==> src/rtl/fifo_ctrl_pkg.sv <==
// Shared constants and helpers for the FIFO control blocks.
package fifo_ctrl_pkg;

  // Arbiter state encoding
  localparam logic ST_IDLE   = 1'b0;
  localparam logic ST_LOCKED = 1'b1;

  // Default beat width, matching the FIFO wr_data width
  localparam int DEFAULT_DATA_WIDTH = 8;

  // Ceiling log2; clog2(1) = 0
  function automatic int clog2(input int value);
    int result;
    int v;
    result = 0;
    v = value - 1;
    while (v > 0) begin
      result = result + 1;
      v = v >> 1;
    end
    return result;
  endfunction

endpackage

==> src/rtl/fifo_wr_arbiter_rr_picker.sv <==
// Round-robin picker: returns the first set request after ptr_i,
// wrapping modulo NUM_REQ (NUM_REQ need not be a power of two).
module rr_picker
  import fifo_ctrl_pkg::*;
#(
  parameter int NUM_REQ = 4,
  parameter int PW      = (clog2(NUM_REQ) > 1) ? clog2(NUM_REQ) : 1
) (
  input  logic [NUM_REQ-1:0] req_i,
  input  logic [PW-1:0]      ptr_i,
  output logic [PW-1:0]      idx_o,
  output logic               any_o
);

  // Scan ptr+1, ptr+2, ... and keep the first valid requester found
  always_comb begin
    int j;
    j     = 0;
    idx_o = '0;
    any_o = 1'b0;
    for (int k = 1; k <= NUM_REQ; k++) begin
      j = int'(ptr_i) + k;
      if (j >= NUM_REQ) j = j - NUM_REQ;
      if (!any_o && req_i[PW'(j)]) begin
        any_o = 1'b1;
        idx_o = PW'(j);
      end
    end
  end

endmodule

==> src/rtl/fifo_wr_arbiter.sv <==
// Write-port arbiter for the async FIFO: round-robin among NUM_REQ producers,
// with the winner holding the port until its last beat or MAX_BURST beats.
module fifo_wr_arbiter
  import fifo_ctrl_pkg::*;
#(
  parameter int NUM_REQ    = 4,
  parameter int DATA_WIDTH = DEFAULT_DATA_WIDTH,
  parameter int MAX_BURST  = 4,
  localparam int GW        = (clog2(NUM_REQ) > 1) ? clog2(NUM_REQ) : 1,
  localparam int CW        = clog2(MAX_BURST + 1)
) (
  input  logic                         clk,
  input  logic                         rst,
  input  logic [NUM_REQ-1:0]           req_valid,
  input  logic [NUM_REQ-1:0]           req_last,
  input  logic [NUM_REQ*DATA_WIDTH-1:0] req_data,
  output logic [NUM_REQ-1:0]           req_ready,
  input  logic                         fifo_full,
  output logic                         fifo_wr_en,
  output logic [DATA_WIDTH-1:0]        fifo_wr_data,
  output logic [GW-1:0]                grant_id,
  output logic                         busy
);

  logic            state_q;
  logic [GW-1:0]   rr_ptr_q;
  logic [GW-1:0]   owner_q;
  logic [CW-1:0]   beat_cnt_q;
  logic [GW-1:0]   grant_id_q;
  logic            busy_q;

  logic [GW-1:0]   pick_idx;
  logic            pick_any;
  logic [GW-1:0]   sel;
  logic            sel_valid;
  logic            sel_last;
  logic            xfer;
  logic            burst_end;
  logic [CW-1:0]   beat_cnt_inc;
  logic [DATA_WIDTH-1:0] data_arr [NUM_REQ];

  rr_picker #(
    .NUM_REQ (NUM_REQ),
    .PW      (GW)
  ) u_picker (
    .req_i (req_valid),
    .ptr_i (rr_ptr_q),
    .idx_o (pick_idx),
    .any_o (pick_any)
  );

  // Split the flat data bus into one beat per requester
  for (genvar gi = 0; gi < NUM_REQ; gi++) begin : g_data
    assign data_arr[gi] = req_data[gi*DATA_WIDTH +: DATA_WIDTH];
  end

  // While locked only the owner may transfer; otherwise the round-robin pick
  assign sel       = (state_q == ST_LOCKED) ? owner_q : pick_idx;
  assign sel_valid = (state_q == ST_LOCKED) ? req_valid[owner_q] : pick_any;
  assign sel_last  = req_last[sel];

  // Reset gates the strobe combinationally so nothing is written while rst is high
  assign xfer = sel_valid & ~fifo_full & ~rst;

  // In IDLE beat_cnt is 0, so MAX_BURST==1 ends every burst on its first beat
  assign beat_cnt_inc = beat_cnt_q + CW'(1);
  assign burst_end    = sel_last | (beat_cnt_inc == CW'(MAX_BURST));

  for (genvar gi = 0; gi < NUM_REQ; gi++) begin : g_ready
    assign req_ready[gi] = xfer & (sel == GW'(gi));
  end

  assign fifo_wr_en   = xfer;
  assign fifo_wr_data = data_arr[sel];
  assign grant_id     = grant_id_q;
  assign busy         = busy_q;

  // Arbitration FSM: lock on a non-final beat, release on last or burst limit
  always_ff @(posedge clk or posedge rst) begin
    if (rst) begin
      state_q    <= ST_IDLE;
      rr_ptr_q   <= GW'(NUM_REQ - 1);
      owner_q    <= '0;
      beat_cnt_q <= '0;
      grant_id_q <= '0;
      busy_q     <= 1'b0;
    end else if (xfer) begin
      grant_id_q <= sel;
      if (burst_end) begin
        state_q    <= ST_IDLE;
        busy_q     <= 1'b0;
        rr_ptr_q   <= sel;
        beat_cnt_q <= '0;
      end else begin
        state_q    <= ST_LOCKED;
        busy_q     <= 1'b1;
        owner_q    <= sel;
        beat_cnt_q <= beat_cnt_inc;
      end
    end
  end

endmodule

==> config.mk <==
export PLATFORM = sky130hd
export DESIGN_NAME = fifo_wr_arbiter
export DESIGN_NICKNAME = d
export VERILOG_FILES = /design/src/rtl/fifo_ctrl_pkg.sv /design/src/rtl/fifo_wr_arbiter_rr_picker.sv /design/src/rtl/fifo_wr_arbiter.sv
export SDC_FILE = /design/constraint.sdc
export NUM_CORES = 1
export LEC_CHECK = 0
export ABC_AREA = 1
export CORE_ASPECT_RATIO = 0.8
export CORE_MARGIN = 5
export CORE_UTILIZATION = 25
export DETAILED_ROUTE_END_ITERATION = 10
export PLACE_DENSITY = 0.66
export SYNTH_ARGS = -nofsm -noshare
export SYNTH_HDL_FRONTEND = slang
export SYNTH_SLANG_ARGS = --single-unit
==> constraint.sdc <==
create_clock -name clk -period 4.6 [get_ports clk]
set_input_delay 0.46 -clock clk [delete_from_list [all_inputs] [get_ports clk]]
set_output_delay 0.46 -clock clk [all_outputs]
set_load 0.05 [all_outputs]
### Word-level counts from Yosys, hierarchy flattened

Cells that the tools add are included.

* register bits: 10
* input bits: 43
* output and inout bits: 16

* add/sub/neg operators: 9
* magnitude comparators: 11
* equality and inequality tests: 4
* muxes and demuxes: 35
* bitwise logic cells: 11
* reductions and logical operators: 9

Operators by type and width (count)
* two-way mux 2 bit: 9
* binary-select mux 8 bit (select 2 bit): 1
* less-than comparator 2 x 4 -> 1 bit, second input constant: 4
* two-way mux 1 bit: 16
* two-way mux 8 bit: 2
* binary-select mux 1 bit (select 2 bit): 6
* >= comparator 3 bit, second input constant: 4
* subtractor 2 x 1 -> 2 bit, second input constant: 4
* adder 2 x 2 -> 3 bit, second input constant: 2
* AND 1 bit: 6
* less-than comparator 2 x 3 -> 1 bit, second input constant: 2
* adder 2 x 3 -> 4 bit, second input constant: 1
* equality test 2 bit, second input constant: 2
* >= comparator 4 x 3 -> 1 bit, second input constant: 1
* AND reduction 2 bit: 2
* adder 2 x 1 -> 3 bit, second input constant: 1
* adder 3 x 1 -> 3 bit, second input constant: 1
* equality test 3 bit, second input constant: 1
* logical AND 1 bit: 3
* logical NOT 1 bit: 3
* two-way mux 3 bit: 1
* inverter 1 bit: 3
* inverter 2 -> 3 bit: 1
* equality test 2 x 1 -> 1 bit, second input constant: 1
* other kinds (2): 2

### Longest topological paths before layout

Gate-level depths: netlist of run 1.

* word-level depth: 22
* mapped depth: 20
* depth with buffers taken out: 19

### By module

A second synthesis of run 1 with hierarchy kept.

* cells, all modules: 181
* area, all modules: 1116.1 um^2

Modules (own cells, without submodules)
* fifo_wr_arbiter: instances 1, cells an instance 129, area an instance 844.6 um^2, seq. area each 252.7 um^2
* rr_picker: instances 1, cells an instance 52, area an instance 271.5 um^2, seq. area each 0.0 um^2

### Worst setup path after synthesis of run 1

No wires, ideal clock.

* path type: register to output
* start: register rr_ptr_q[0]
* end: output req_ready[1]
* arrival time: 2274 ps
* slack: 1866 ps
* cell stages (with the launch flop): 16
* path buffers: 1
* cell sequence: dfstp_2 buf_6 inv_8 nand2_2 nand2_2 nand2_2 nand2_4 nand2_2 nand2_1 nor2_1 nand2_1 nand2_2 nand2_4 inv_1 nand2_1 nor2_1

* word-level cells in the longest chain between the ends: 20
* elaborated cells on any way between the ends: 48
* those cells by class: add/sub: 8; order compare: 4; eq/ne: 1; mux: 26; bitwise: 3; reduce/logical: 6

Ends and longest elaborated chain
* start, declared: RTL line fifo_wr_arbiter.sv:26 `logic [GW-1:0] rr_ptr_q;`
* start signal, assigned: RTL line fifo_wr_arbiter.sv:82 `rr_ptr_q <= GW'(NUM_REQ - 1);`
* start signal, assigned: RTL line fifo_wr_arbiter.sv:92 `rr_ptr_q <= sel;`
* adder 2 x 1 -> 3 bit: RTL line fifo_wr_arbiter_rr_picker.sv:22 `j = int'(ptr_i) + k;`
* >= comparator 3 bit / subtractor 2 x 1 -> 2 bit (equally long branches): RTL line fifo_wr_arbiter_rr_picker.sv:23 `if (j >= NUM_REQ) j = j - NUM_REQ;`
* two-way mux 2 bit: RTL line fifo_wr_arbiter_rr_picker.sv:23
* binary-select mux 1 bit (select 2 bit): RTL line fifo_wr_arbiter_rr_picker.sv:24 `if (!any_o && req_i[PW'(j)]) begin`
* two-way mux 1 bit (implied by the code) (2 in series): RTL line fifo_wr_arbiter_rr_picker.sv:24
* two-way mux 1 bit: RTL line fifo_wr_arbiter_rr_picker.sv:24
* logical NOT 1 bit: RTL line fifo_wr_arbiter_rr_picker.sv:24
* logical AND 1 bit: RTL line fifo_wr_arbiter_rr_picker.sv:24
* [... 2 more ...]
* logical AND 1 bit: RTL line fifo_wr_arbiter_rr_picker.sv:24
* two-way mux 1 bit: RTL line fifo_wr_arbiter_rr_picker.sv:24
* logical NOT 1 bit: RTL line fifo_wr_arbiter_rr_picker.sv:24
* logical AND 1 bit: RTL line fifo_wr_arbiter_rr_picker.sv:24
* two-way mux 1 bit: RTL line fifo_wr_arbiter_rr_picker.sv:24
* two-way mux 1 bit: RTL line fifo_wr_arbiter.sv:59 `assign sel_valid = (state_q == ST_LOCKED) ? req_valid[owner_q] : pick_any;`
* AND 1 bit (2 in series): RTL line fifo_wr_arbiter.sv:63 `assign xfer = sel_valid & ~fifo_full & ~rst;`
* AND 1 bit (*): RTL line fifo_wr_arbiter.sv:70 `assign req_ready[gi] = xfer & (sel == GW'(gi));`
* end, declared: RTL line fifo_wr_arbiter.sv:17 `output logic [NUM_REQ-1:0] req_ready,`

Every way passes the cells marked *; elsewhere a longest branch is shown, timed or not. The select of a mux whose other input is x is not followed.

### Worst setup path after layout of run 1

* start: input req_valid[0]
* end: output req_ready[3]

* word-level cells in the longest chain between the ends: 17
* elaborated cells on any way between the ends: 34
* those cells by class: eq/ne: 1; mux: 24; bitwise: 3; reduce/logical: 6

Ends and longest elaborated chain
* start, declared: RTL line fifo_wr_arbiter.sv:14 `input logic [NUM_REQ-1:0] req_valid,`
* binary-select mux 1 bit (select 2 bit): RTL line fifo_wr_arbiter_rr_picker.sv:24
* two-way mux 1 bit (implied by the code) (2 in series): RTL line fifo_wr_arbiter_rr_picker.sv:24
* two-way mux 1 bit: RTL line fifo_wr_arbiter_rr_picker.sv:24
* logical NOT 1 bit: RTL line fifo_wr_arbiter_rr_picker.sv:24
* logical AND 1 bit: RTL line fifo_wr_arbiter_rr_picker.sv:24
* two-way mux 1 bit: RTL line fifo_wr_arbiter_rr_picker.sv:24
* logical NOT 1 bit: RTL line fifo_wr_arbiter_rr_picker.sv:24
* logical AND 1 bit: RTL line fifo_wr_arbiter_rr_picker.sv:24
* two-way mux 1 bit: RTL line fifo_wr_arbiter_rr_picker.sv:24
* logical NOT 1 bit: RTL line fifo_wr_arbiter_rr_picker.sv:24
* logical AND 1 bit: RTL line fifo_wr_arbiter_rr_picker.sv:24
* two-way mux 1 bit: RTL line fifo_wr_arbiter_rr_picker.sv:24
* two-way mux 1 bit: RTL line fifo_wr_arbiter.sv:59
* AND 1 bit (2 in series): RTL line fifo_wr_arbiter.sv:63
* AND 1 bit (*): RTL line fifo_wr_arbiter.sv:70

Marked as above.

==> results of run 1 <==
-- cells by family after synthesis --
| family | count (synthesis) | share of synthesized area [%] |
|---|---|---|
| simple gates | 121 | 52.9 |
| buf+inv | 24 | 10.2 |
| compound gates | 20 | 13.4 |
| flops | 10 | 21.4 |
| fa+ha+maj | 2 | 2.12 |
-- layer usage --
layer  global-route usage, %  share of wire [%]
met1                    15.7                 47
met2                    18.4                 47
met3                    2.53                4.2
met4                    3.46                1.3
met5                       0                  0
-- Yosys cell counts, types with 2 or more instances --
cell type | n | area [sq um]
inv_1 | 17 | 63.8
buf_6 | 3 | 33.8
dfrtp_1 | 8 | 200
nor2_4 | 2 | 22.5
nand2_2 | 21 | 131
nor2_1 | 8 | 30.0
nand2_4 | 7 | 78.8
inv_2 | 3 | 11.3
nand4_1 | 8 | 50.1
a21oi_1 | 2 | 10.0
nand2_1 | 62 | 233
a22oi_1 | 10 | 75.1
o21ai_0 | 3 | 15.0
dfstp_2 | 2 | 52.6
nand3_1 | 9 | 45.0
ha_1 | 2 | 25.0
-- critical path, delay by kind of cell --
family / cells / cell delay (ns)
AND/OR/NAND/NOR: 3 / 0.50
AO/OA/AOI/OAI: 3 / 0.45
buffers and inverters: 4 / 1.76
-- state kept, by name (all words and copies together) (netlist names) --
register,cells
grant_id,2
busy,1
owner_q,2
beat_cnt_q,3
rr_ptr_q,2
-- final cells by class --
cell class,count,area [sq um],area share (%)
Multi-Input combinational cell,143,807,43.5
Timing Repair Buffer,58,581,31.3
Sequential cell,10,253,13.6
Inverter,21,86.3,4.65
Tap cell,60,75.1,4.04
Clock buffer,4,55.1,2.96
-- path summary, 6_finish.rpt --
| kind | startpoint | end | slack (ns) | depth (start not counted) |
|---|---|---|---|---|
| setup / recovery | req_valid[0] | req_ready[3] | 0.99 | 10 |
| hold / removal | grant_id[1] | grant_id[1] | 0.48 | 2 |
| setup reg to reg | rr_ptr_q[0] | owner_q[0] | 2.39 | 15 |
| hold reg to reg | grant_id[1] | grant_id[1] | 0.48 | 2 |
| max in group asynchronous | rst | rr_ptr_q[0] | 3.73 | 2 |
| min in group asynchronous | rst | owner_q[1] | 0.56 | 2 |
-- through the flow --
stage | utilization [%] | hold WS, ns | area [sq um] | std cells | worst slack, ns
floorplan | - | 0.299 | 1180 | 177 | 1.87
global placement | 39.4 | 0.466 | 1800 | 292 | 0.986
detailed placement | 39.4 | 0.469 | 1800 | 292 | 0.969
CTS | 40.6 | 0.483 | 1860 | 296 | 0.961
global route | 40.6 | 0.505 | 1860 | 296 | 0.707
finish | 40.6 | 0.480 | 1860 | 296 | 0.988
==> impl_metrics.csv, run 1 <==
group,metric,value,unit
clock_tree,cts_inserted_buffers,3,
global_route,gr-usage-all-layers,11.6,%
yosys,netlist_instances,177,
flow_run,drv_cap,0,
finish,final.fill_count,487,
clock_tree,clk_pin_slew,0.05,ns
placed_design,io_buffers,58,
yosys,async_flop_share,100,%
clock_tree,htreeDepth,1,
die,initial_core_util,25.8,%
setup_path,cp_slowest_cell,"clkdlybuf4s50_1",
clock_tree,root_buffer,"clkbuf_8",
setup_path,slowest_delay,0.81,ns
sta,clock-skew-final,0.00274,ns
setup_path,end_kind,"output pin",
setup_path,worstPathCellList,"clkdlybuf4s50_1 -> inv_1 -> a21oi_1 -> o21ai_0 -> a311oi_1 -> nand2_1 -> inv_1 -> nand2_1 -> nor2_1 -> clkdlybuf4s50_1",
clock_tree,postCtsSetupRepairBufs,0,
finish,nets,282,
sta,finalSetupTns,0,ns
die,die_area,6200,sq um
sta,drv_slew,0,
finish,diodes,0,
yosys,yosysWarnings,0,
drt,avgViaCountPerCell,4.41,
drt,vias,1306,
clock_tree,ctsResizeCount,0,
placed_design,gp_congestion,0.804,
finish,syn_to_final_growth,57.4,%
drt,first_pass_iters,4,
finish,final_cell_mix,"nand2_1 (62), clkdlybuf4s50_1 (58), nand2_2 (21)",
finish,layout_commonest_cell,"nand2_1",
setup_path,cp-start-kind,"input pin",
clock_tree,clk_path_buf_depth,2,
yosys,synth.avg_cell_area,6.67,sq um
clock_tree,clkLatencyLatePin,0.24,ns
drt,route.detailed.drc,0,
yosys,synth.cell_area,1180,sq um
die,core,4570,sq um
finish,drive_above_1_share,19.5,%
sta,hold_violations,0,
global_route,antenna_found_initial,0,
sta,worstMarginPinSlew,0.508,ns
drt,routedWlPerCell,11.8,microns
clock_tree,hold_buffers,0,
setup_path,crit_arrival,3.15,ns
yosys,synth_seq_cells,10,
yosys,yosysUniqueCellTypes,26,
yosys,ys.flop_type,"dfrtp_1",
sta,rsz0062_at_grt,"false",
die,die_w,86.8,microns
setup_path,crit_type,"input pin to output pin",
die,rows,22,
sta,post-route-period-util,78.5,%
placed_design,hpwlAfterDp,2.89,mm
drt,routed_wl,3.48,mm
run_status,status,"finished clean",
sta,fmaxAchievable,0.277,GHz
drt,drt_iter0_drc,54,
die,die_y,71.4,microns
drt,drt.antenna.violating_nets,0,
yosys,yosysSeqAreaShare,21.4,%
sta,period_needed,3.61,ns
min_path,hold_path.class,"flip-flop to flip-flop",
clock_tree,tritoncts,"done",
global_route,grt_pass1_vias,1277,
sta,relSlewSlack,66.0,%
yosys,synth_edf_count,0,
yosys,synth_nets,222,
global_route,grt_max_degree,14,
clock_tree,clock_sinks,10,
setup_path,critPathMaxFanout,13,
sta,setup_viol,0,
global_route,grt_first_pass_wirelength,5.94,mm
die,io_pins,59,
global_route,grt_overflow,0,
setup_path,required,4.14,ns
Power of run 1 is not shown: default switching activity piles up to over one toggle a cycle in this logic, so the estimate is an artifact.
==> inputs of run 2 (changes only) <==
- clock period: 4.6 -> 3.5 ns (I/O delays scaled with it)
==> run 2 against run 1 <==
Sequential cell count did not move. Count of clock-buffer cells in the layout did not move. First-iteration DRC count fell by 15%. Sequential share of layout area barely moved. Register-to-register slack got worse by 1.1 ns. Routed wire length fell by 0.75%. Critical path type is now flip-flop to output pin. Critical endpoint is now req_ready[0].
==> impl_metrics.csv, run 2 (synthesis results as in run 1) <==
group,metric,value,unit
finish,multi_input_area,807,sq um
finish,final_cell_mix,"nand2_1 (62), clkdlybuf4s50_1 (46), nand2_2 (21)",
sta,rsz0062_at_grt,"false",
drt,avgViaCountPerCell,4.48,
sta,period_needed,3.23,ns
setup_path,crit_arrival,2.88,ns
placed_design,hpwlAfterDp,2.88,mm
sta,clock-skew-final,0.00117,ns
clock_tree,postCtsSetupRepairBufs,0,
drt,drt_iter0_drc,46,
global_route,gr-usage-all-layers,10.9,%
clock_tree,tritoncts,"done",
setup_path,required,3.15,ns
clock_tree,clk_pin_slew,0.05,ns
setup_path,cp-start-kind,"flip-flop",
clock_tree,cts_inserted_buffers,3,
sta,finalSetupTns,0,ns
global_route,grt_overflow,0,
sta,hold_violations,0,
clock_tree,clk_path_buf_depth,2,
die,die_area,6200,sq um
clock_tree,htreeDepth,1,
drt,drt.antenna.violating_nets,0,
die,initial_core_util,25.8,%
global_route,grt_pass1_vias,1236,
finish,layout_commonest_cell,"nand2_1",
sta,post-route-period-util,92.2,%
setup_path,reg2reg_setup_slack,1.32,ns
setup_path,end_kind,"output pin",
clock_tree,clkLatencyLatePin,0.24,ns
die,die_w,86.8,microns
drt,route.detailed.drc,0,
placed_design,io_buffers,58,
finish,syn_to_final_growth,57.2,%
finish,drive_above_1_share,25.2,%
finish,final.fill_count,483,
flow_run,drv_cap,0,
clock_tree,hold_buffers,0,
clock_tree,root_buffer,"clkbuf_8",
sta,drv_slew,0,
die,io_pins,59,
placed_design,gp_congestion,0.812,
finish,seq_area,253,sq um
finish,layout.cells.non_filler,298,
die,core,4570,sq um
global_route,grt_first_pass_wirelength,5.59,mm
setup_path,r2r-start,"rr_ptr_q[0]",
drt,vias,1336,
drt,routedWlPerCell,11.6,microns
sta,worstMarginPinSlew,0.508,ns
drt,first_pass_iters,4,
setup_path,reg2reg_to,"owner_q[0]",
setup_path,crit_type,"flip-flop to output pin",
sta,relSlewSlack,66.0,%
global_route,antenna_found_initial,0,
run_status,status,"finished clean",
setup_path,critPathMaxFanout,9,
sta,fmaxAchievable,0.310,GHz
finish,nets,284,
finish,largest_reg_flops,3,
sta,setup_viol,0,
clock_tree,clock_sinks,10,
finish,diodes,0,
placed_design,place_inst,294,
setup_path,rr_worst_depth,15,
clock_tree,ctsResizeCount,0,
finish,regMostFlops,"beat_cnt_q",
die,rows,22,
min_path,hold_path.class,"input pin to async pin",
die,die_y,71.4,microns
drt,routed_wl,3.46,mm
global_route,grt_max_degree,11,
[run 2: final cells by class]
cell class | instances | area share [%]
multi-input cells | 143 | 43.5
repair buffers | 60 | 31.2
flip-flops and latches | 10 | 13.6
inverters | 21 | 4.66
well taps | 60 | 4.05
clock buffers | 4 | 2.97
[run 2: critical path, cell delays in order (launching register included)]
cell and delay [ns]:
dfstp_2 0.66, inv_8 0.08, nand2_2 0.06, nand2_2 0.07, nand2_2 0.08, nand2_2 0.07, nor2_1 0.12, nand3_1 0.13
nand2_4 0.11, nand2_2 0.07, o21ai_4 0.12, nand2_1 0.14, nor2_1 0.11, clkdlybuf4s50_1 0.82
[run 2: per-layer routing]
metal  wire length [microns]  up-vias  share of wire (%)  GRT usage [%]
met3                     120       10                3.5           1.72
met2                    1570       27                 45           16.9
met5                       0        -                  0              0
met1                    1690      602                 49           14.6
met4                      82        0                2.4           5.02
li1                        -      697                  -              -
[run 2: worst max-delay path by stage]
stage / from / endpoint / slack, ns / cells past startpoint
2_1_floorplan: rr_ptr_q[0] / req_ready[1] / 0.88 / 15
4_1_cts: rr_ptr_q[0] / req_ready[0] / 0.25 / 13
6_report: rr_ptr_q[0] / req_ready[0] / 0.27 / 13
3_5_place_dp: req_valid[3] / req_ready[0] / 0.38 / 13
3_3_place_gp: req_valid[2] / req_ready[0] / 0.41 / 13
5_1_grt: rr_ptr_q[0] / req_ready[0] / 0.12 / 13
[run 2: metrics by stage]
stage	util, %	worst slack, ns	instance area (sq um)	hold slack (ns)
after floorplan	-	0.876	1180	0.189
after global placement	39.4	0.410	1800	0.470
after detailed placement	39.4	0.379	1800	0.469
after CTS	40.6	0.254	1850	0.450
after global routing	40.6	0.115	1850	0.485
final	40.6	0.273	1850	0.439
Power of run 2 is left out for the same reason.
==> inputs of run 3 (changes only) <==
- CORE_UTILIZATION: 25 -> 40
- GPL_ROUTABILITY_DRIVEN: unset -> 0
- PLACE_DENSITY: 0.66 -> 0.92
- clock period: 3.5 -> 3 ns (I/O delays scaled with it)
==> run 3 against run 2 <==
Sequential share of layout area decreased by 1.0 points. Global-route usage increased by 7.8 points. Non-clock buffer count increased by 3. Critical endpoint is now fifo_wr_data[5]. Largest cell class unchanged.
==> impl_metrics.csv, run 3 (synthesis results as in run 1) <==
group,metric,value,unit
finish,drive_above_1_share,27.0,%
setup_path,critPathMaxFanout,8,
global_route,grt_first_pass_wirelength,6.19,mm
placed_design,preCtsSetupSlack,0.286,ns
clock_tree,clkLatencyLatePin,0.24,ns
die,die_y,58.6,microns
finish,finish.utilization,71.8,%
sta,drv_slew,0,
clock_tree,htreeDepth,1,
clock_tree,hold_buffers,0,
drt,route.detailed.drc,0,
drt,vias,1410,
finish,nets,287,
drt,drt_iter0_drc,135,
drt,routed_wl,4.18,mm
drt,drt.antenna.violating_nets,0,
sta,fmaxAchievable,0.350,GHz
min_path,hold_path.class,"input pin to async pin",
die,initial_core_util,42.3,%
sta,relSlewSlack,65.9,%
global_route,grt_max_degree,11,
finish,layout.cells.non_filler,279,
clock_tree,tritoncts,"done",
finish,largest_reg_flops,3,
drt,routedWlPerCell,15.0,microns
finish,layout_commonest_cell,"nand2_1",
global_route,grt_pass1_vias,1324,
finish,final_cell_mix,"nand2_1 (61), clkdlybuf4s50_1 (45), nand2_2 (22)",
sta,finalWorstSetupSlack,0.142,ns
clock_tree,clk_pin_slew,0.05,ns
setup_path,r2r-start,"rr_ptr_q[0]",
setup_path,reg2reg_to,"owner_q[1]",
setup_path,crit_arrival,2.56,ns
sta,post-route-period-util,95.3,%
die,rows,17,
die,die_w,70.7,microns
setup_path,cp-start-kind,"flip-flop",
sta,clock-skew-final,0.00470,ns
global_route,grt_overflow,0,
clock_tree,root_buffer,"clkbuf_8",
run_status,status,"finished clean",
sta,period_needed,2.86,ns
setup_path,rr_worst_depth,18,
flow_run,drv_cap,0,
clock_tree,clock_sinks,10,
setup_path,cp-endpoint,"fifo_wr_data[5]",
finish,regMostFlops,"beat_cnt_q",
die,die_area,4140,sq um
placed_design,place_inst,272,
setup_path,critPathLaunch,"rr_ptr_q[0]",
drt,avgViaCountPerCell,5.05,
placed_design,hpwlAfterDp,3.33,mm
setup_path,crit_type,"flip-flop to output pin",
sta,setup_viol,0,
setup_path,required,2.70,ns
sta,worstMarginPinSlew,0.510,ns
placed_design,io_buffers,58,
setup_path,end_kind,"output pin",
die,io_pins,59,
finish,diodes,0,
drt,first_pass_iters,4,
clock_tree,clk_path_buf_depth,2,
global_route,gr-usage-all-layers,18.7,%
sta,finalSetupTns,0,ns
global_route,antenna_found_initial,0,
finish,syn_to_final_growth,69.6,%
die,core,2790,sq um
setup_path,reg2reg_setup_slack,0.71,ns
sta,rsz0062_at_grt,"false",
sta,hold_violations,0,
clock_tree,cts_inserted_buffers,3,
[run 3: worst min path at each step]
stage               cells past startpoint  slack, ns            end           from
floorplan                               1       0.14  beat_cnt_q[0]            rst
global placement                        2       0.47  beat_cnt_q[2]  beat_cnt_q[2]
global route                            2       0.42     owner_q[1]            rst
finish                                  2       0.38     owner_q[1]            rst
detailed placement                      2       0.47  beat_cnt_q[2]  beat_cnt_q[2]
CTS                                     2       0.40     owner_q[1]            rst
[run 3: what timing repair did]
action | in CTS | in global routing
endpoints found under the setup margin | 0 | 8
setup buffers | 0 | 3
gates resized for setup | 0 | 6
[run 3: final cells by class]
class / count / area, sq um
Sequential cell: 10 / 253
Fill cell: 205 / 786
Timing Repair Buffer: 63 / 748
Multi-Input combinational cell: 143 / 815
Clock buffer: 4 / 45.0
Inverter: 21 / 92.6
Tap cell: 38 / 47.5
[run 3: stage by stage]
| stage | instance area, sq um | hold WS (ns) |
|---|---|---|
| after global routing | 2000 | 0.421 |
| after detailed placement | 1920 | 0.473 |
| final | 2000 | 0.383 |
| after floorplan | 1180 | 0.139 |
| after CTS | 1960 | 0.397 |
| after global placement | 1920 | 0.466 |
[run 3: critical path: stages, from the launching register on]
cell        delay, ns
dfstp_2          0.63
buf_4            0.17
nand2_1          0.06
nand2_2          0.09
nand2_2          0.07
nand2_4          0.08
nand2_2          0.05
nand2_1          0.08
nor2_1           0.05
nand2_1          0.06
nand2_2          0.08
nand2_4          0.15
clkinvlp_4       0.13
nor2_4           0.21
nand2_1          0.08
nand4_1          0.15
buf_12           0.16
[run 3: per-layer routing]
layer / vias up / routed length (microns) / GRT usage (%)
met3: 9 / 206 / 2.05
met4: 0 / 116 / 6.97
li1: 703 / - / -
met2: 40 / 2260 / 34.2
met5: - / 0 / 0
met1: 658 / 1600 / 22.7
Power of run 3 is left out for the same reason.
